**config.mk**
```make
export PLATFORM = sky130hd
export DESIGN_NAME = bsg_manycore_multi_link_credit_bridge_flat
export DESIGN_NICKNAME = d
export VERILOG_FILES = /design/src/rtl/bsg_manycore_multi_link_credit_bridge_if.sv /design/src/rtl/bsg_manycore_multi_link_credit_bridge.sv /design/src/flat_wrapper.sv
export SDC_FILE = /design/constraint.sdc
export NUM_CORES = 1
export LEC_CHECK = 0
export CAP_MARGIN = 20
export CORE_MARGIN = 4
export CORE_UTILIZATION = 55
export DETAILED_ROUTE_END_ITERATION = 10
export GPL_TIMING_DRIVEN = 0
export PLACE_DENSITY_LB_ADDON = 0.08
export REMOVE_ABC_BUFFERS = 1
export SLEW_MARGIN = 20
export SYNTH_ARGS = -nofsm -noshare
export SYNTH_HDL_FRONTEND = slang
export SYNTH_SLANG_ARGS = --single-unit
export TNS_END_PERCENT = 30
```
**constraint.sdc**
```tcl
create_clock -name clk_i -period 9.96 [get_ports clk_i]
set_clock_uncertainty 0.2 [all_clocks]
set_input_delay 1.494 -clock clk_i [delete_from_list [all_inputs] [get_ports clk_i]]
set_output_delay 1.494 -clock clk_i [all_outputs]
set_load 0.02 [all_outputs]
```
**src/rtl/bsg_manycore_multi_link_credit_bridge_if.sv**
```systemverilog
// Bundle of per-channel credit/ready-valid signals between the endpoint
// bridges, the SDR link ports and the multi-link credit bridge.
interface bsg_manycore_multi_link_credit_bridge_if #(
    parameter int unsigned num_links_p = 3,
    parameter int unsigned fwd_width_p = 64,
    parameter int unsigned rev_width_p = 40
);
    logic [num_links_p-1:0]             ep_fwd_v_i;
    logic [num_links_p*fwd_width_p-1:0] ep_fwd_data_i;
    logic [num_links_p-1:0]             ep_fwd_credit_o;
    logic [num_links_p-1:0]             link_fwd_v_o;
    logic [num_links_p*fwd_width_p-1:0] link_fwd_data_o;
    logic [num_links_p-1:0]             link_fwd_ready_i;
    logic [num_links_p-1:0]             link_rev_v_i;
    logic [num_links_p*rev_width_p-1:0] link_rev_data_i;
    logic [num_links_p-1:0]             link_rev_ready_o;
    logic [num_links_p-1:0]             ep_rev_v_o;
    logic [num_links_p*rev_width_p-1:0] ep_rev_data_o;
    logic [num_links_p-1:0]             ep_rev_ready_i;
    logic [num_links_p-1:0]             flush_i;
    logic [num_links_p-1:0]             overflow_o;
    logic [num_links_p-1:0]             idle_o;

    // Bridge side
    modport slave (
        input  ep_fwd_v_i, ep_fwd_data_i, link_fwd_ready_i, link_rev_v_i, link_rev_data_i,
               ep_rev_ready_i, flush_i,
        output ep_fwd_credit_o, link_fwd_v_o, link_fwd_data_o, link_rev_ready_o, ep_rev_v_o,
               ep_rev_data_o, overflow_o, idle_o
    );

    // Endpoint/link side
    modport master (
        output ep_fwd_v_i, ep_fwd_data_i, link_fwd_ready_i, link_rev_v_i, link_rev_data_i,
               ep_rev_ready_i, flush_i,
        input  ep_fwd_credit_o, link_fwd_v_o, link_fwd_data_o, link_rev_ready_o, ep_rev_v_o,
               ep_rev_data_o, overflow_o, idle_o
    );
endinterface

```
**src/rtl/bsg_manycore_multi_link_credit_bridge.sv**
```systemverilog
// N independent channels. Forward: credit-flow endpoint -> FIFO -> ready/valid link,
// with flush (credit-preserving drain), sticky overflow and idle status.
// Reverse: ready/valid link -> 2-entry skid buffer -> ready/valid endpoint.
module bsg_manycore_multi_link_credit_bridge #(
    parameter int unsigned num_links_p = 3,
    parameter int unsigned fwd_width_p = 64,
    parameter int unsigned rev_width_p = 40,
    parameter int unsigned fwd_els_p   = 4
) (
    input logic clk_i,
    input logic reset_n_i,
    bsg_manycore_multi_link_credit_bridge_if.slave bus
);
    localparam int unsigned PtrW = $clog2(fwd_els_p);
    localparam int unsigned CntW = $clog2(fwd_els_p + 1);
    localparam logic [CntW-1:0] FullCnt = CntW'(fwd_els_p);

    typedef enum logic {StRun, StFlush} state_e;

    for (genvar c = 0; c < num_links_p; c++) begin : g_ch
        // Forward path state
        logic [fwd_width_p-1:0] r_mem [fwd_els_p];
        logic [PtrW-1:0]        r_wr_ptr, r_rd_ptr;
        logic [CntW-1:0]        r_fwd_cnt, w_fwd_cnt_d;
        state_e                 r_state, w_state_d;
        logic                   r_credit, r_overflow, r_idle;
        logic                   w_enq_v, w_full, w_fwd_valid, w_deq, w_push, w_ovf;

        // Reverse path state
        logic [rev_width_p-1:0] r_rev_mem [2];
        logic                   r_rev_wr, r_rev_rd;
        logic [1:0]             r_rev_cnt, w_rev_cnt_d;
        logic                   r_rev_ready;
        logic                   w_rev_push, w_rev_pop;

        assign w_enq_v     = bus.ep_fwd_v_i[c];
        assign w_full      = (r_fwd_cnt == FullCnt);
        assign w_fwd_valid = (r_state == StRun) && (r_fwd_cnt != '0);
        // In FLUSH one entry is discarded per cycle instead of waiting for the link
        assign w_deq       = (r_state == StRun) ? (w_fwd_valid && bus.link_fwd_ready_i[c])
                                                : (r_fwd_cnt != '0);
        // A full FIFO still accepts when an entry leaves in the same cycle
        assign w_push      = w_enq_v && (!w_full || w_deq);
        assign w_ovf       = w_enq_v && w_full && !w_deq;

        // Forward occupancy next-state
        always_comb begin
            w_fwd_cnt_d = r_fwd_cnt;
            if (w_push && !w_deq) begin
                w_fwd_cnt_d = r_fwd_cnt + 1'b1;
            end else if (!w_push && w_deq) begin
                w_fwd_cnt_d = r_fwd_cnt - 1'b1;
            end
        end

        // RUN/FLUSH next-state; a packet arriving in the last flush cycle is flushed too
        always_comb begin
            w_state_d = r_state;
            case (r_state)
                StRun: begin
                    if (bus.flush_i[c]) w_state_d = StFlush;
                end
                StFlush: begin
                    if ((r_fwd_cnt == '0) && !bus.flush_i[c] && !w_enq_v) w_state_d = StRun;
                end
                default: w_state_d = StRun;
            endcase
        end

        // Reverse occupancy next-state
        assign w_rev_push = bus.link_rev_v_i[c] && r_rev_ready;
        assign w_rev_pop  = (r_rev_cnt != 2'd0) && bus.ep_rev_ready_i[c];

        always_comb begin
            w_rev_cnt_d = r_rev_cnt;
            if (w_rev_push && !w_rev_pop) begin
                w_rev_cnt_d = r_rev_cnt + 2'd1;
            end else if (!w_rev_push && w_rev_pop) begin
                w_rev_cnt_d = r_rev_cnt - 2'd1;
            end
        end

        // Channel control state, credits, flags and status
        always_ff @(posedge clk_i or negedge reset_n_i) begin
            if (!reset_n_i) begin
                r_state     <= StRun;
                r_fwd_cnt   <= '0;
                r_wr_ptr    <= '0;
                r_rd_ptr    <= '0;
                r_credit    <= 1'b0;
                r_overflow  <= 1'b0;
                r_idle      <= 1'b1;
                r_rev_cnt   <= 2'd0;
                r_rev_wr    <= 1'b0;
                r_rev_rd    <= 1'b0;
                r_rev_ready <= 1'b0;
            end else begin
                r_state   <= w_state_d;
                r_fwd_cnt <= w_fwd_cnt_d;
                if (w_push) r_wr_ptr <= r_wr_ptr + 1'b1;
                if (w_deq)  r_rd_ptr <= r_rd_ptr + 1'b1;
                r_credit  <= w_deq;
                if (w_ovf)  r_overflow <= 1'b1;
                r_rev_cnt <= w_rev_cnt_d;
                if (w_rev_push) r_rev_wr <= ~r_rev_wr;
                if (w_rev_pop)  r_rev_rd <= ~r_rev_rd;
                r_rev_ready <= (w_rev_cnt_d != 2'd2);
                // Idle reflects the state being loaded this edge
                r_idle    <= (w_state_d == StRun) && (w_fwd_cnt_d == '0) &&
                             (w_rev_cnt_d == 2'd0) && !w_deq;
            end
        end

        // Payload storage; not reset since occupancy gates its use
        always_ff @(posedge clk_i) begin
            if (w_push)     r_mem[r_wr_ptr]     <= bus.ep_fwd_data_i[c*fwd_width_p +: fwd_width_p];
            if (w_rev_push) r_rev_mem[r_rev_wr] <= bus.link_rev_data_i[c*rev_width_p +: rev_width_p];
        end

        assign bus.link_fwd_v_o[c]                                 = w_fwd_valid;
        assign bus.link_fwd_data_o[c*fwd_width_p +: fwd_width_p]   = r_mem[r_rd_ptr];
        assign bus.ep_fwd_credit_o[c]                              = r_credit;
        assign bus.overflow_o[c]                                   = r_overflow;
        assign bus.idle_o[c]                                       = r_idle;
        assign bus.link_rev_ready_o[c]                             = r_rev_ready;
        assign bus.ep_rev_v_o[c]                                   = (r_rev_cnt != 2'd0);
        assign bus.ep_rev_data_o[c*rev_width_p +: rev_width_p]     = r_rev_mem[r_rev_rd];
    end
endmodule

```
**src/flat_wrapper.sv**
```systemverilog
// flat-port wrapper written by rule: the top's interface ports become plain ports
module bsg_manycore_multi_link_credit_bridge_flat 
#(
    parameter int unsigned num_links_p = 3,
    parameter int unsigned fwd_width_p = 64,
    parameter int unsigned rev_width_p = 40,
    parameter int unsigned fwd_els_p   = 4
)
  (clk_i, reset_n_i, bus_ep_fwd_v_i, bus_ep_fwd_data_i, bus_link_fwd_ready_i, bus_link_rev_v_i, bus_link_rev_data_i, bus_ep_rev_ready_i, bus_flush_i, bus_ep_fwd_credit_o, bus_link_fwd_v_o, bus_link_fwd_data_o, bus_link_rev_ready_o, bus_ep_rev_v_o, bus_ep_rev_data_o, bus_overflow_o, bus_idle_o);
  bsg_manycore_multi_link_credit_bridge_if #(.num_links_p(num_links_p), .fwd_width_p(fwd_width_p), .rev_width_p(rev_width_p)) bus_i ();
  input logic clk_i;
  input logic reset_n_i;
  input wire logic [$bits(bus_i.ep_fwd_v_i)-1:0] bus_ep_fwd_v_i;
  input wire logic [$bits(bus_i.ep_fwd_data_i)-1:0] bus_ep_fwd_data_i;
  input wire logic [$bits(bus_i.link_fwd_ready_i)-1:0] bus_link_fwd_ready_i;
  input wire logic [$bits(bus_i.link_rev_v_i)-1:0] bus_link_rev_v_i;
  input wire logic [$bits(bus_i.link_rev_data_i)-1:0] bus_link_rev_data_i;
  input wire logic [$bits(bus_i.ep_rev_ready_i)-1:0] bus_ep_rev_ready_i;
  input wire logic [$bits(bus_i.flush_i)-1:0] bus_flush_i;
  output wire logic [$bits(bus_i.ep_fwd_credit_o)-1:0] bus_ep_fwd_credit_o;
  output wire logic [$bits(bus_i.link_fwd_v_o)-1:0] bus_link_fwd_v_o;
  output wire logic [$bits(bus_i.link_fwd_data_o)-1:0] bus_link_fwd_data_o;
  output wire logic [$bits(bus_i.link_rev_ready_o)-1:0] bus_link_rev_ready_o;
  output wire logic [$bits(bus_i.ep_rev_v_o)-1:0] bus_ep_rev_v_o;
  output wire logic [$bits(bus_i.ep_rev_data_o)-1:0] bus_ep_rev_data_o;
  output wire logic [$bits(bus_i.overflow_o)-1:0] bus_overflow_o;
  output wire logic [$bits(bus_i.idle_o)-1:0] bus_idle_o;
  assign bus_i.ep_fwd_v_i = bus_ep_fwd_v_i;
  assign bus_i.ep_fwd_data_i = bus_ep_fwd_data_i;
  assign bus_i.link_fwd_ready_i = bus_link_fwd_ready_i;
  assign bus_i.link_rev_v_i = bus_link_rev_v_i;
  assign bus_i.link_rev_data_i = bus_link_rev_data_i;
  assign bus_i.ep_rev_ready_i = bus_ep_rev_ready_i;
  assign bus_i.flush_i = bus_flush_i;
  assign bus_ep_fwd_credit_o = bus_i.ep_fwd_credit_o;
  assign bus_link_fwd_v_o = bus_i.link_fwd_v_o;
  assign bus_link_fwd_data_o = bus_i.link_fwd_data_o;
  assign bus_link_rev_ready_o = bus_i.link_rev_ready_o;
  assign bus_ep_rev_v_o = bus_i.ep_rev_v_o;
  assign bus_ep_rev_data_o = bus_i.ep_rev_data_o;
  assign bus_overflow_o = bus_i.overflow_o;
  assign bus_idle_o = bus_i.idle_o;
  bsg_manycore_multi_link_credit_bridge #(.num_links_p(num_links_p), .fwd_width_p(fwd_width_p), .rev_width_p(rev_width_p), .fwd_els_p(fwd_els_p)) u_core (.clk_i(clk_i), .reset_n_i(reset_n_i), .bus(bus_i));
endmodule
```
==> results.toml, run 1 <==
[synth]
synthCells = 1655
ys_ff_latch = 1056
synth-edff-count = 1008
syn_area_per_cell_um2 = 23.55
yosys_warnings = 0
yosysSeqAreaShare_pct = 80.77
syn_area_um2 = 38970
ys.flop_type = "edfxtp_1"
async_flop_share_pct = 4.545
synth_largest_area_cell = "edfxtp_1"
synth_top_area_share_pct = 77.68
synth_area_leaders = "edfxtp_1 78%, mux4_2 11%, mux2_2 3.5%"
synth_cell_types = 53

[min_path]
hp-class = "reg2reg"
worstHoldStart = "u_core.g_ch[2].r_overflow$_DFFE_PN0P_"

[outcome]
status = "finished, final reports clean"

[global_route]
grt_max_degree = 49
grt_pass1_wl_mm = 126.6
overflow = 0
first_global_vias = 19620
grt_usage_pct = 22.99
antenna_found_initial = 32

[placement]
place_ws_ns = 5.779
placed_area_um2 = 47150
io_buffer_count = 658
place_congestion = 0.8087
dp_hpwl_mm = 59.66

[clock_network]
cts_buffers = 103
clockBufferDepth = 3
root_buffer = "clkbuf_16"
htree_levels = 3
cts_hold_buffers = 0
cts_num_sinks = 1056
cts_setup_buffers = 0
clk_latency_ns = 0.65
cts_tree = "done"
cts_resized = 0
path_clk_slew_ns = 0.06

[timing]
fin_tns_setup_ns = 0
drv_slew = 0
rsz0062_at_grt = "no"
fmax_mhz = 209.6
period_needed_ns = 4.772
max_slew_margin_pct = 51.67
tightest_slew_ns = 0.7250
final_hold_viol_count = 0
finalSetupViolations = 0
finalWorstSetupSlack_ns = 5.188
fin_crit_sh_pct = 47.91

[finish]
seq_area_um2 = 31500
layout_commonest_cell = "edfxtp_1"
multi_input_area_um2 = 7084
drive_above_1_share_pct = 21.23
area_delta_synth_final_pct = 29.58
num-fill-cells = 4278
final_cell_area_um2 = 50490
layout_common_cells = "1,008 x edfxtp_1, 657 x clkdlybuf4s50_1, 192 x mux4_2"
nets = 2722

[detailed_routing]
wl_mm = 87.42
route.detailed.drc = 0
num_vias = 18720
drt_iter0_drc = 1219
detail_route.wl_per_cell_um = 25.63
avgViaCountPerCell = 5.489
drt_first_pass_iters = 5
postRouteAntennaNets = 0

[die]
core_area_um2 = 70150
die_w_um = 274.2
fp.dieH_um = 274.2
start_util_pct = 55.55
num_rows = 97
io_pins = 659
die-area_um2 = 75170

[worst_setup_path]
cp.required_ns = 8.27
rrSetupSlack_ns = 7.28
cpMaxStageDelayCell = "dfrtp_4"
crit_type = "reg2out"
cp_cell_sequence = "buf_16, mux4_2, clkdlybuf4s50_1"
cp-startpoint = "u_core.g_ch[2].r_rd_ptr[0]$_DFFE_PN0N_"
crit_path_max_fanout = 34
r2r-start = "u_core.g_ch[0].r_fwd_cnt[0]$_DFF_PN0_"
cp-end-kind = "primary output"
worstPathArrival_ns = 3.08
max_stage_delay_ns = 0.89
critPathLaunchType = "flip-flop"

[flow_run]
cap_violations = 0

[power_and_ir_drop]
vdd_drop_max_v = 0.0002017
powerDensity_nw_per_um2 = 310.2
p_total_w = 0.01566
cellLeakagePower_nw = 16.70
## critical path, delay by kind of cell (launching register included)
family	cells	cell delay, ns
buf+inv	2	0.96
flops	1	0.89
mux	1	0.54
## report_power, final
group | total (W) | internal [W] | switching (W)
Sequential | 0.00623 | 0.00586 | 0.000372
Combinational | 0.00567 | 0.00273 | 0.00294
Clock | 0.00376 | 0.00218 | 0.00158
## per-layer routing
| layer | global-route usage, % | share of wire [%] | up-vias | wire length [um] |
|---|---|---|---|---|
| met5 | 0 | 0.17 | - | 146 |
| met4 | 8.127 | 3.2 | 22 | 2791 |
| li1 | - | - | 8298 | - |
| met1 | 26.79 | 36 | 9698 | 31100 |
| met3 | 8.042 | 8.3 | 158 | 7215 |
| met2 | 39.85 | 53 | 547 | 46170 |
## cell usage after synthesis, types with 2 or more instances
library cell     n
buf_1           20
maj3_1           2
buf_2           16
mux2i_1          2
xnor2_1         21
o21ai_0         17
clkbuf_1        26
o21a_1           2
o211ai_1         2
o22ai_1          4
nor3_1           2
dfrtp_1         45
a41o_1           2
a21oi_1          7
xor2_1           3
mux2_2         121
edfxtp_1      1008
and3_1           3
nand2b_1        10
or4_1            3
ha_1            24
nor2_1          12
and2_1          15
nor2b_1          4
inv_1           25
nand3_1          2
dfstp_2          3
nand2_1         22
buf_4           16
nor4_1           2
mux4_2         192
## per-stage QoR
step           std cells  util [%]  hold WS [ns]
6_report            3411     71.98        0.2769
5_1_grt             3400     71.94        0.3094
4_1_cts             3389     71.90        0.2808
3_5_place_dp        3204     67.22        0.2661
3_3_place_gp        3175     66.08        0.2574
2_1_floorplan       1577         -        0.2611
## cells by family after synthesis
kind of cell,synth area share (%)
muxes,14.64
xor gates and xnor gates,0.5972
buffers and inverters,1.198
and+or+nand+nor,1.149
AOI/OAI and AO/OA,0.8219
adders and majority gates,0.8220
DFF,80.77
## registers in the layout, summed over array words and instances, names as in the netlist
signal,cells
u_core.g_ch.r_credit,3
u_core.g_ch.r_fwd_cnt,9
u_core.g_ch.r_idle,3
u_core.g_ch.r_mem,768
u_core.g_ch.r_overflow,3
u_core.g_ch.r_rd_ptr,6
u_core.g_ch.r_rev_cnt,6
u_core.g_ch.r_rev_mem,240
u_core.g_ch.r_rev_rd,3
u_core.g_ch.r_rev_ready,3
u_core.g_ch.r_rev_wr,3
u_core.g_ch.r_state,3
u_core.g_ch.r_wr_ptr,6
## final cells by class
type | instances | area share, %
Sequential cell | 1056 | 62.38
Timing Repair Buffer | 687 | 14.46
Multi-Input combinational cell | 496 | 14.03
Clock buffer | 123 | 5.313
Tap cell | 940 | 2.329
Clock inverter | 62 | 1.194
Inverter | 25 | 0.1858
Antenna cell | 22 | 0.1090
## path summary, 6_finish.rpt
path / to / cells after the start
setup / recovery: bus_link_fwd_data_o[191] / 3
hold / removal: u_core.g_ch[2].r_overflow$_DFFE_PN0P_ / 1
setup reg to reg: u_core.g_ch[0].r_mem[0][33]$_DFFE_PP_ / 5
hold reg to reg: u_core.g_ch[2].r_overflow$_DFFE_PN0P_ / 1
max in group asynchronous: u_core.g_ch[2].r_rd_ptr[1]$_DFFE_PN0N_ / 1
min in group asynchronous: u_core.g_ch[1].r_rev_rd$_DFFE_PN0P_ / 1
(Power assumes the default switching activity.)
==> run 2, diff against run 1 <==
--- a/config.mk
+++ b/config.mk
@@ -7,7 +7,7 @@
 export LEC_CHECK = 0
 export CAP_MARGIN = 20
 export CORE_MARGIN = 4
-export CORE_UTILIZATION = 55
+export CORE_UTILIZATION = 53
 export DETAILED_ROUTE_END_ITERATION = 10
 export GPL_TIMING_DRIVEN = 0
 export PLACE_DENSITY_LB_ADDON = 0.08
==> constraint.sdc (replaced) <==
create_clock -name clk_i -period 4.6 [get_ports clk_i]
set_clock_uncertainty 0.2 [all_clocks]
set_input_delay 0.69 -clock clk_i [delete_from_list [all_inputs] [get_ports clk_i]]
set_output_delay 0.69 -clock clk_i [all_outputs]
set_load 0.02 [all_outputs]
==> results.toml, run 2 (same netlist as run 1, synthesis figures left out) <==
[outcome]
status = "finished, final reports clean"

[detailed_routing]
drt_first_pass_iters = 5
wl_mm = 88.79
avgViaCountPerCell = 5.447
detail_route.wl_per_cell_um = 25.86
route.detailed.drc = 0
drt_iter0_drc = 1295
postRouteAntennaNets = 0
num_vias = 18700

[finish]
area_delta_synth_final_pct = 29.44
layout_common_cells = "1,008 x edfxtp_1, 657 x clkdlybuf4s50_1, 192 x mux4_2"
drive_above_1_share_pct = 21.43
multi_input_area_um2 = 7084
top_regs = "u_core.g_ch.r_mem x768, u_core.g_ch.r_rev_mem x240, u_core.g_ch.r_fwd_cnt x9"
num-fill-cells = 4594
largest_reg_flops = 768
top_register = "u_core.g_ch.r_mem"
nets = 2724
seq_area_um2 = 31500
layout_commonest_cell = "edfxtp_1"

[clock_network]
cts_tree = "done"
clockBufferDepth = 3
root_buffer = "clkbuf_16"
path_clk_slew_ns = 0.06
cts_buffers = 104
cts_resized = 0
cts_num_sinks = 1056
clk_latency_ns = 0.64
htree_levels = 3

[die]
start_util_pct = 53.41
die-area_um2 = 77930
die_w_um = 279.2
io_pins = 659
num_rows = 99
core_area_um2 = 72960
fp.dieH_um = 279.2

[worst_setup_path]
worstPathArrival_ns = 3.07
rrSetupSlack_ns = 1.91
cp-end-kind = "primary output"
crit_type = "reg2out"
critPathLaunchType = "flip-flop"
crit_path_max_fanout = 34
cp.required_ns = 3.71

[timing]
fmax_mhz = 252.6
whs_ns = 0.2689
max_slew_margin_pct = 51.38
fin_crit_sh_pct = 86.05
finalSetupViolations = 0
period_needed_ns = 3.958
drv_slew = 0
final_hold_viol_count = 0
tightest_slew_ns = 0.7260
rsz0062_at_grt = "no"
finalWorstSetupSlack_ns = 0.6416

[power_and_ir_drop]
cellLeakagePower_nw = 16.67
powerDensity_nw_per_um2 = 668.1
vdd_drop_max_v = 0.0005329

[global_route]
antenna_found_initial = 31
overflow = 0
grt_max_degree = 44
first_global_vias = 20020
grt_usage_pct = 22.62
grt_pass1_wl_mm = 129.9

[placement]
dp_hpwl_mm = 61.30
place_congestion = 0.8159
place_ws_ns = 1.224
io_buffer_count = 658

[min_path]
hp-class = "reg2reg"

[flow_run]
cap_violations = 0
[run 2: cell types whose count changed in the layout (fill, tap and decap cells not counted), moves of 2 or more]
cell        delta
clkbuf_1      +11
clkinv_1       -9
bufinv_16      -7
diode_2        -7
clkinv_2       +6
clkbuf_16      +4
clkinvlp_4     +4
buf_12         +2
buf_16         -2
clkbuf_8       +2
[run 2: cell type report]
class | count | share of cell area [%]
diodes | 15 | 0.07441
clock buffers | 140 | 5.653
clock inverters | 54 | 0.7590
inverters | 25 | 0.1860
multi-input cells | 496 | 14.04
flip-flops and latches | 1056 | 62.45
well taps | 959 | 2.379
repair buffers | 688 | 14.46
[run 2: layer usage]
metal  track usage (%)  routed length, um
met1             26.54              31710
met4             8.851               2874
met2             38.24              46040
met3             8.378               7959
met5                 0                195
[run 2: worst paths after layout]
kind / start / to / depth (start not counted)
min in group asynchronous: reset_n_i / u_core.g_ch[1].r_fwd_cnt[0]$_DFF_PN0_ / 2
max in group asynchronous: reset_n_i / u_core.g_ch[0].r_idle$_DFF_PN1_ / 3
setup reg to reg: u_core.g_ch[0].r_fwd_cnt[1]$_DFF_PN0_ / u_core.g_ch[0].r_mem[2][33]$_DFFE_PP_ / 5
setup / recovery: u_core.g_ch[1].r_rd_ptr[0]$_DFFE_PN0N_ / bus_link_fwd_data_o[107] / 3
hold / removal: u_core.g_ch[0].r_overflow$_DFFE_PN0P_ / u_core.g_ch[0].r_overflow$_DFFE_PN0P_ / 1
hold reg to reg: u_core.g_ch[0].r_overflow$_DFFE_PN0P_ / u_core.g_ch[0].r_overflow$_DFFE_PN0P_ / 1
[run 2: what timing repair did]
item / CTS / global route
hold endpoints to repair: 24 / 0
hold buffers: 1 / 0
buffers inserted: 0 / 0
[run 2: per-stage QoR]
stage          instances  instance area, um2  setup TNS, ns  util (%)  total power (W)
3_3_place_gp        3194               46380        -716.75     63.57          0.02607
6_report            3433               50440              0     69.14          0.03370
5_1_grt             3431               50440              0     69.13          0.03517
2_1_floorplan       1577               38600              0         -          0.02025
3_5_place_dp        3223               47160              0     64.64          0.02615
4_1_cts             3418               50400              0     69.09          0.03416
[run 2: critical path, cell delays in order (launching register included)]
cell	delay [ns]
dfrtp_4	0.90
buf_16	0.33
mux4_2	0.55
clkdlybuf4s50_1	0.62
[run 2: power breakdown]
group	internal (W)	total, W	leakage, nW	switching (W)
combinational	0.00589	0.0121	5.27	0.00625
clock	0.00452	0.00795	1.57	0.00343
sequential	0.0127	0.0136	9.82	0.000931
==> run 3, diff against run 2 <==
--- a/config.mk
+++ b/config.mk
@@ -6,7 +6,7 @@
 export NUM_CORES = 1
 export LEC_CHECK = 0
 export CAP_MARGIN = 20
-export CORE_MARGIN = 4
+export CORE_MARGIN = 8
 export CORE_UTILIZATION = 53
 export DETAILED_ROUTE_END_ITERATION = 10
 export GPL_TIMING_DRIVEN = 0
==> results.toml, run 3 (same netlist as run 1, synthesis figures left out) <==
[worst_setup_path]
reg2regPathDepth = 5
reg2reg_to = "u_core.g_ch[0].r_mem[0][58]$_DFFE_PP_"
r2r-start = "u_core.g_ch[0].r_fwd_cnt[0]$_DFF_PN0_"
cp-end-kind = "primary output"
cp.required_ns = 3.71
crit_type = "reg2out"
crit_path_max_fanout = 32
worstPathArrival_ns = 3.00
critPathLaunchType = "flip-flop"
rrSetupSlack_ns = 1.78

[placement]
place_congestion = 0.7909
dp_hpwl_mm = 62.97
io_buffer_count = 658

[clock_network]
cts_resized = 0
cts_setup_buffers = 0
path_clk_slew_ns = 0.06
root_buffer = "clkbuf_16"
cts_num_sinks = 1056
clk_latency_ns = 0.63
cts_hold_buffers = 1
cts_buffers = 103
clockBufferDepth = 3
cts_tree = "done"
htree_levels = 3

[detailed_routing]
drt_iter0_drc = 1044
avgViaCountPerCell = 5.429
num_vias = 18620
postRouteAntennaNets = 0
detail_route.wl_per_cell_um = 26.44
drt_first_pass_iters = 7
wl_mm = 90.71
route.detailed.drc = 0

[min_path]
worstHoldStart = "u_core.g_ch[0].r_overflow$_DFFE_PN0P_"
min_path_cells = 1
hp-class = "reg2reg"
min_to = "u_core.g_ch[0].r_overflow$_DFFE_PN0P_"

[global_route]
first_global_vias = 19780
grt_pass1_wl_mm = 129.7
antenna_found_initial = 30
overflow = 0
grt_max_degree = 49
grt_usage_pct = 21.38

[die]
io_pins = 659
num_rows = 99
fp.dieH_um = 287.2
die_w_um = 287.2
core_area_um2 = 72830
die-area_um2 = 82460
start_util_pct = 53.50

[timing]
finalSetupViolations = 0
period_needed_ns = 3.891
rsz0062_at_grt = "no"
final_hold_viol_count = 0
max_slew_margin_pct = 48.85
fmax_mhz = 257.0
drv_slew = 0
fin_crit_sh_pct = 84.59
fin_tns_setup_ns = 0
tightest_slew_ns = 0.7637

[outcome]
status = "finished, final reports clean"

[finish]
largest_reg_flops = 768
nets = 2724
area_delta_synth_final_pct = 29.68
drive_above_1_share_pct = 21.36
top_register = "u_core.g_ch.r_mem"
layout_commonest_cell = "edfxtp_1"
utilization_pct = 69.38
top_regs = "u_core.g_ch.r_mem x768, u_core.g_ch.r_rev_mem x240, u_core.g_ch.r_fwd_cnt x9"
layout_common_cells = "1,008 x edfxtp_1, 657 x clkdlybuf4s50_1, 192 x mux4_2"

[power_and_ir_drop]
powerDensity_nw_per_um2 = 673.2
cellLeakagePower_nw = 16.72
vdd_drop_max_v = 0.0005286

[flow_run]
cap_violations = 0
## run 3: power by group
part | switching (W) | internal (W) | total [W]
combinational | 0.00636 | 0.00593 | 0.0123
clock | 0.00344 | 0.00476 | 0.00820
sequential | 0.000859 | 0.0127 | 0.0135
## run 3: cell type report
type / instances / area (um2)
Clock buffer: 129 / 2685
Timing Repair Buffer: 689 / 7315
Sequential cell: 1056 / 31500
Inverter: 25 / 93.84
Clock inverter: 58 / 613.1
Tap cell: 959 / 1200
Fill cell: 4523 / 22300
Antenna cell: 18 / 45.04
Multi-Input combinational cell: 496 / 7084
## run 3: through the flow
step	power (W)	instance area (um2)	cells	hold slack (ns)	worst slack, ns
floorplan	0.02025	38600	1577	0.1944	0.3827
global placement	0.02616	46380	3194	0.2582	-1.433
detailed placement	0.02625	47180	3224	0.2604	1.088
CTS	0.03451	50490	3412	0.2817	0.5850
global route	0.03536	50530	3427	0.3146	0.5135
finish	0.03402	50540	3430	0.2770	0.7086
## run 3: critical path: stages (launching register included)
cell and delay [ns]:
dfrtp_4 0.64, buf_12 0.27, buf_16 0.27, mux4_2 0.56, clkdlybuf4s50_1 0.57
## run 3: worst max-delay path by stage
stage,start,to,slack (ns),cells past startpoint
final,u_core.g_ch[1].r_rd_ptr[0]$_DFFE_PN0N_,bus_link_fwd_data_o[103],0.71,4
after global placement,u_core.g_ch[1].r_rd_ptr[0]$_DFFE_PN0N_,bus_link_fwd_data_o[64],-1.43,2
after floorplan,u_core.g_ch[0].r_rd_ptr[0]$_DFFE_PN0P_,bus_link_fwd_data_o[0],0.38,1
after CTS,u_core.g_ch[1].r_rd_ptr[0]$_DFFE_PN0N_,bus_link_fwd_data_o[115],0.59,4
after detailed placement,bus_link_fwd_ready_i[0],u_core.g_ch[0].r_mem[0][60]$_DFFE_PP_,1.09,5
after global routing,u_core.g_ch[1].r_rd_ptr[0]$_DFFE_PN0N_,bus_link_fwd_data_o[115],0.51,4
## run 3: layer usage
layer	GRT usage [%]	up-vias	wire length [um]	part of all wire (%)
met1	24.04	9620	32510	36
met4	8.766	20	2732	3.0
met5	0	-	132	0.15
met2	36.88	509	47750	53
met3	7.714	151	7581	8.4
li1	-	8321	-	-
==> RTL edit: new RTL, config.mk and constraints of run 2 <==
`fwd_width_p` is set to 64 in 3 places; all go to 96.
--- a/src/rtl/bsg_manycore_multi_link_credit_bridge_if.sv
+++ b/src/rtl/bsg_manycore_multi_link_credit_bridge_if.sv
@@ -2,7 +2,7 @@
 // bridges, the SDR link ports and the multi-link credit bridge.
 interface bsg_manycore_multi_link_credit_bridge_if #(
     parameter int unsigned num_links_p = 3,
-    parameter int unsigned fwd_width_p = 64,
+    parameter int unsigned fwd_width_p = 96,
     parameter int unsigned rev_width_p = 40
 );
     logic [num_links_p-1:0]             ep_fwd_v_i;
--- a/src/rtl/bsg_manycore_multi_link_credit_bridge.sv
+++ b/src/rtl/bsg_manycore_multi_link_credit_bridge.sv
@@ -3,7 +3,7 @@
 // Reverse: ready/valid link -> 2-entry skid buffer -> ready/valid endpoint.
 module bsg_manycore_multi_link_credit_bridge #(
     parameter int unsigned num_links_p = 3,
-    parameter int unsigned fwd_width_p = 64,
+    parameter int unsigned fwd_width_p = 96,
     parameter int unsigned rev_width_p = 40,
     parameter int unsigned fwd_els_p   = 4
 ) (
--- a/src/flat_wrapper.sv
+++ b/src/flat_wrapper.sv
@@ -2,7 +2,7 @@
 module bsg_manycore_multi_link_credit_bridge_flat 
 #(
     parameter int unsigned num_links_p = 3,
-    parameter int unsigned fwd_width_p = 64,
+    parameter int unsigned fwd_width_p = 96,
     parameter int unsigned rev_width_p = 40,
     parameter int unsigned fwd_els_p   = 4
 )
Interface: changed (resized bus_ep_fwd_data_i and bus_link_fwd_data_o); port bits go from 659 to 851. The function was not compared with the original's and may differ.
==> RTL edit against run 2 <==
Cell area rose by 35%; sequential cell count grew 384; non-clock buffer count rose by 215; first-iteration DRC count grew 50%; area after synthesis up 35%; setup slack worse by 0.15 ns; clock power rose by 40%; via count grew 35%; sequential share of layout area up 0.55 points; routed wire length grew 41%; total power up 37%; largest cell class unchanged; largest power group unchanged; highest routed layer unchanged.
==> RTL edit: results (changes against run 2) <==
Largest net degree at the start of global routing: 49 (was 44)
Clock transition at path regs: 0.06 ns (about the same)
Arrival @ worst endpoint: 3.22 ns (was 3.07 ns)
First drt pass iteration count: 5 (unchanged)
Clk pwr: 11.1 mW (was 7.95 mW)
Synth cell count leaders: edfxtp_1 (1392), mux4_2 (288), mux2_2 (121) (was edfxtp_1 (1008), mux4_2 (192), mux2_2 (121))
Min-delay worst type: register to register (unchanged)
Synth Area in Adders: 0.00607 (was 0.00822)
Nets: 3555 (was 2724)
Clock root buffer: clkbuf_16 (unchanged)
Via count: 25300 (was 18700)
Drt first-iter violations: 1947 (was 1295)
Drt wl/cell: 27.6 um (was 25.9 um)
Cell count after synthesis: 2159 (was 1655)
Power Combinational: 17.0 mW (was 12.1 mW)
Relative slew slack: 0.480 (was 0.514)
Resized cells post-CTS: 0 (unchanged)
Number of global-route vias before repair: 26500 (was 20000)
Detailed-placement wirelength estimate: 88.1 mm (was 61.3 mm)
Yosys warns: 0 (unchanged)
Cell count after placement: 4246 (was 3223)
Post-synth EDFFs: 1392 (was 1008)
Post-synthesis mux area share: 0.149 (was 0.146)
Global-route wire length before repair: 178 mm (was 130 mm)
Main synth FF type: edfxtp_1 (unchanged)
CP max FO: 29 (was 34)
Int Pwr: 31.8 mW (was 23.1 mW)
H-tree levels: 4 (was 3)
Post-place setup slack: 0.988 ns (was 1.22 ns)
Fraction of registers with async set/reset: 0.0333 (was 0.0455)
Cell variety after synth: 53 (unchanged)
Clock tree buffer depth: 3 (unchanged)
Complex-gate fraction of the synthesized area: 0.00607 (was 0.00822)
DR vias/cell: 5.57 (was 5.45)
Antenna violations before repair: 38 (was 31)
Gr usage total: 0.236 (was 0.226)
Leak Pwr: 22.4 nW (was 16.7 nW)
Pwr dens: 677 mW/mm2 (was 668 mW/mm2)
GP Congestion: 0.822 (was 0.816)
Post-Synth XOR/XNOR Area: 0.00441 (was 0.00597)
Sequential element share of the synthesized area: 0.815 (was 0.808)
Share of cells above drive strength 1: 0.214 (about the same)
Instance area at placement: 0.0637 mm2 (was 0.0472 mm2)
I/O Buffers: 850 (was 658)
Largest regs: u_core.g_ch.r_mem x1152, u_core.g_ch.r_rev_mem x240, u_core.g_ch.r_fwd_cnt x9 (was u_core.g_ch.r_mem x768, u_core.g_ch.r_rev_mem x240, u_core.g_ch.r_fwd_cnt x9)
Synth area leaders: edfxtp_1 (79%), mux4_2 (12%), mux2_2 (2.6%) (was edfxtp_1 (78%), mux4_2 (11%), mux2_2 (3.5%))
Peak supply drop: 0.000544 V (was 0.000533 V)
TritonCTS Buffers: 144 (was 104)
Top cell type's share of synthesized area: 0.792 (was 0.777)
Worst-skew pair later-pin latency: 0.72 ns (was 0.64 ns)
Status: finished, final reports clean (unchanged)
[RTL edit: worst max-delay path, cell delays in order, from the launching register on]
cell and delay (ns):
dfrtp_4 0.71, buf_16 0.29, buf_16 0.26, mux4_2 0.54, clkdlybuf4s50_1 0.67
[RTL edit: final cells by class]
class,count,area (um2)
Antenna cell,29,72.6
Clock buffer,186,3970
Clock inverter,73,514
Fill cell,6035,30300
Inverter,25,93.8
Multi-Input combinational cell,592,9250
Sequential cell,1440,43000
Tap cell,1287,1610
Timing Repair Buffer,903,9770
[RTL edit: metrics by stage]
stage | hold WS, ns | utilization
2_1_floorplan | 0.194 | -
3_3_place_gp | 0.265 | 0.633
3_5_place_dp | 0.266 | 0.647
4_1_cts | 0.280 | 0.692
5_1_grt | 0.300 | 0.693
6_report | 0.274 | 0.693
[RTL edit: final timing paths]
path / cells past startpoint / to / from / slack [ns]
max: 4 / bus_link_fwd_data_o[177] / u_core.g_ch[1].r_rd_ptr[0] / 0.49
max in group asynchronous: 2 / u_core.g_ch[0].r_rd_ptr[0] / reset_n_i / 3.26
min reg2reg: 1 / u_core.g_ch[2].r_overflow / u_core.g_ch[2].r_overflow / 0.27
max reg2reg: 7 / u_core.g_ch[1].r_mem[0][33] / u_core.g_ch[1].r_fwd_cnt[1] / 1.66
min in group asynchronous: 2 / u_core.g_ch[1].r_rev_rd / reset_n_i / 0.44
min: 1 / u_core.g_ch[2].r_overflow / u_core.g_ch[2].r_overflow / 0.27
[RTL edit: routing by layer]
layer  GRT usage  routed length (um)
met1       0.272               43700
met2       0.406               65900
met3      0.0886               11400
met4      0.0896                4180
met5           0                 155
[RTL edit: timing repair]
item | in CTS | in global routing
hold endpoints to repair | 45 | 0
hold buffers | 1 | 0
buffers inserted | 0 | 0
